## src/rtl/register_file.sv

```systemverilog
// Architectural register file for the decode stage: 32 x 32-bit entries,
// two combinational read ports (rB on port 1, rA on port 2) and one
// synchronous write port driven by writeback. Register 0 is ordinary
// storage. No write-to-read bypass: the pipeline forwards from WB
// outside this block.

module register_file #(
    parameter int DATA_W = 32,
    parameter int ADDR_W = 5,
    parameter int DEPTH  = 32            // must equal 2**ADDR_W
) (
    output logic [DATA_W-1:0] rd_data1,
    output logic [DATA_W-1:0] rd_data2,
    input  logic              clk,
    input  logic              rst,
    input  logic              wr_en,
    input  logic [ADDR_W-1:0] wr_addr,
    input  logic [DATA_W-1:0] wr_data,
    input  logic [ADDR_W-1:0] rd_addr1,
    input  logic [ADDR_W-1:0] rd_addr2
);

    // Full address space is populated, so every index is legal.
    logic [DATA_W-1:0] mem [DEPTH];

    // Register state: a synchronous clear beats a same-edge write, and the
    // write lands on the edge.
    // NOTE: this memory is cleared on reset on purpose. Architectural state
    // must read zero after reset, so it cannot map onto a RAM macro without
    // a clear port. The loop over all entries makes the clear fan out in
    // parallel.
    always_ff @(posedge clk) begin
        if (rst) begin
            for (int i = 0; i < DEPTH; i++) begin
                // NOTE: state is updated with <= so that every reader in the
                // same edge sees pre-edge values regardless of block order.
                mem[i] <= '0;
            end
        end else if (wr_en) begin
            mem[wr_addr] <= wr_data;
        end
    end

    // Read ports are plain muxes on the stored array. A pending write is not
    // visible until its edge.
    assign rd_data1 = mem[rd_addr1];
    assign rd_data2 = mem[rd_addr2];

endmodule

```

## config.mk

```make
export PLATFORM = sky130hd
export DESIGN_NAME = register_file
export DESIGN_NICKNAME = d
export VERILOG_FILES = /design/src/rtl/register_file.sv
export SDC_FILE = /design/constraint.sdc
export NUM_CORES = 2
export LEC_CHECK = 0
export CORE_UTILIZATION = 38
export CTS_CLUSTER_SIZE = 10
export DETAILED_ROUTE_END_ITERATION = 12
export HOLD_SLACK_MARGIN = 0.12
export PLACE_DENSITY = 0.62
export SYNTH_ARGS = -nofsm -noshare
export SYNTH_HDL_FRONTEND = slang
export SYNTH_SLANG_ARGS = --single-unit
```

## constraint.sdc

```tcl
create_clock -name clk -period 6.5 [get_ports clk]
set_clock_uncertainty 0.2 [all_clocks]
set_input_delay 1.625 -clock clk [delete_from_list [all_inputs] [get_ports clk]]
set_output_delay 1.625 -clock clk [all_outputs]
set_load 0.005 [all_outputs]
```

==> results.cfg <==
[cts]
cts.sinks = 1024
cts_setup_buffers = 0
cts.clk_slew.worst_paths_ns = 0.06
htreeDepth = 3
cts_tree = done
ctsHoldBuffers = 0
cts-root-buf = clkbuf_16
clockBufferDepth = 3
numCtsBuffers = 118
cts-resized-gates = 0

[detailed_routing]
viasPerCell = 6.01
first_iter_violations = 5291
drc_errors = 0
wl_um = 201000
wire_per_inst_um = 30.4
num_vias = 39800
dr.pass1.iters = 6
antenna_left = 0

[logic_synthesis]
synth-seq-area-share_pct = 54.5
ys_warn_count = 0
synth.distinct_cells = 31
syn_avg_cell_area_um2 = 12.2
synth_top_cell_by_area = edfxtp_1
synth_ff_type = edfxtp_1
async_reset_ff_share_pct = 0
synthTopCellsByCount = 1026 x and2_1, 1024 x edfxtp_1, 1024 x mux2i_1, 195 x nand2_1, 193 x nand3_1
synthTopCellsByArea = edfxtp_1 54%, mux2i_1 18%, and2_1 11%, a22oi_1 2.6%, a22o_1 2.0%
synth_edf_count = 1024
syn_nets = 4690
synth_top_cell_area_share_pct = 54.5
synth_area_um2 = 56500
yosysMostFrequentCell = and2_1
synth_cells = 4640
synth_seq_cells = 1024

[timing]
hold_viol = 0
slew_headroom_pct = 17.8
final-setup-viol-count = 0
tightestPinTransition_ns = 1.23
slew_viol_final = 0
grt_setup_unrepaired = no
fmax_mhz = 158
fin_setup_tns_ns = 0
post-route-min-period_ns = 6.33
finalCritPeriodShare_pct = 97.4

[floorplanning]
die_area_um2 = 150000
ios = 114
die-width_um = 387
initial_core_util_pct = 38.2
placementRows = 141
core_area_um2 = 148000
die_y_um = 387

[finish]
top_regs = mem: 1024 flops
layout-drive-gt1-share_pct = 9.11
syn2layout_area_growth_pct = 12.4
top_register = mem
fillers = 13500
largest_reg_flops = 1024
nNetsFinal = 4680
utilization_pct = 43.0

[global_routing]
grt_start_max_net_pins = 53
grt_use_total_pct = 26.1
antenna_found_initial = 20
gr-total-overflow = 0
grt_pass1_vias = 38800
grt_pass1_wl_um = 282000

[worst_setup_path]
path_buf_inv = 4
crit_path_start_kind = input port
crit_chain = clkdlybuf4s50_1, nor2b_4, buf_12, buf_12, a22o_1, nor3_1, a31oi_1, nand3_1, clkdlybuf4s50_1
arrival_ns = 4.51
end_kind = output pin
cp_top_family = buffers and inverters
crit_required_ns = 4.68
critPathKind = input port to output pin
cpMaxStageDelayCell = clkdlybuf4s50_1
max_stage_delay_ns = 0.71
crit_fanout = 25

[worst_hold_path]
min_path_type = input port to flip-flop

[power]
p_comb_share_pct = 12.9
p_int_mw = 11.7
power_switching_mw = 4.10
p_sw_share_pct = 25.9
pwr-share-seq_pct = 49.3
p_clk_share_pct = 37.8
ir_drop_v = 0.000212
p_per_area_nw_per_um2 = 249
power_leakage_nw = 24.5

[place]
gp_congestion = 0.855
dp_hpwl_um = 116000
port_buffers = 113

[run]
maxCapViolCount = 0

[outcome]
outcome = finished, final reports clean
==> final timing paths <==
path | startpoint | to | slack [ns] | cells after the start
worst max-delay path | rd_addr1[0] | rd_data1[9] | 0.17 | 9
worst min-delay path | rst | mem[2][9] | 2.03 | 3
==> logic make-up (layout without fill, tap and decap cells) <==
kind of cell    after synthesis  after routing  share of synthesized area, %
simple gates               1568           1568                          16.1
mux                        1024           1024                          18.2
flops                      1024           1024                          54.5
compound gates              576            576                          6.95
buf+inv                     448            482                          4.34
other cells                   0             10                             0
==> tightest hold or removal path, delay by kind of cell <==
kind / cells / cell delay [ns]
buf+inv: 2 / 0.64
simple gates: 1 / 0.47
==> power by group through the flow <==
stage	clock, mW	combinational (mW)	sequential [mW]
after detailed placement	0	2.00	7.94
after global routing	6.24	2.13	7.85
final	5.98	2.04	7.80
after global placement	0	2.00	7.91
after floorplan	0	1.15	7.88
after CTS	6.03	2.01	7.80
==> cells in the final DEF, fill, tap and decap left out, types with 111 or more instances in the layout <==
master / synthesis / final
nand2_1: 195 / 193
edfxtp_1: 1024 / 1024
a22oi_1: 192 / 192
nand3_1: 193 / 193
buf_4: 76 / 135
mux2i_1: 1024 / 1024
a21oi_1: 192 / 192
clkbuf_16: 0 / 121
a22o_1: 128 / 128
and2_1: 1026 / 1024
clkdlybuf4s50_1: 0 / 111
==> stage by stage <==
| step | cell area (um^2) | hold WS (ns) | total power, mW | worst slack [ns] | instances |
|---|---|---|---|---|---|
| 2_1_floorplan | 56500 | 1.62 | 9.03 | 1.95 | 4640 |
| 3_3_place_gp | 60200 | 2.53 | 9.91 | 0.271 | 6440 |
| 3_5_place_dp | 60200 | 2.55 | 9.94 | 0.251 | 6440 |
| 4_1_cts | 63400 | 1.95 | 15.8 | 0.253 | 6604 |
| 5_1_grt | 63400 | 2.00 | 16.2 | 0.0920 | 6604 |
| 6_report | 63500 | 2.03 | 15.8 | 0.169 | 6614 |
==> area by class of cell <==
| cell class | count | area [um^2] | area share, % |
|---|---|---|---|
| timing repair buffer | 318 | 3560 | 5.60 |
| tap | 1930 | 2410 | 3.81 |
| antenna | 10 | 25.0 | 0.0394 |
| multi-input combinational | 3168 | 23500 | 37.0 |
| clock buffer | 142 | 3110 | 4.90 |
| clock inverter | 22 | 138 | 0.217 |
| sequential | 1024 | 30700 | 48.5 |
==> layer usage <==
| layer | part of all wire (%) | global-route usage [%] | up-vias |
|---|---|---|---|
| li1 | - | - | 16900 |
| met1 | 41 | 36.0 | 20100 |
| met2 | 44 | 39.8 | 2304 |
| met3 | 11 | 5.77 | 438 |
| met4 | 4.1 | 10.7 | 16 |
| met5 | 0.054 | 0 | - |
No activity file was read; power rests on OpenSTA's default activity.
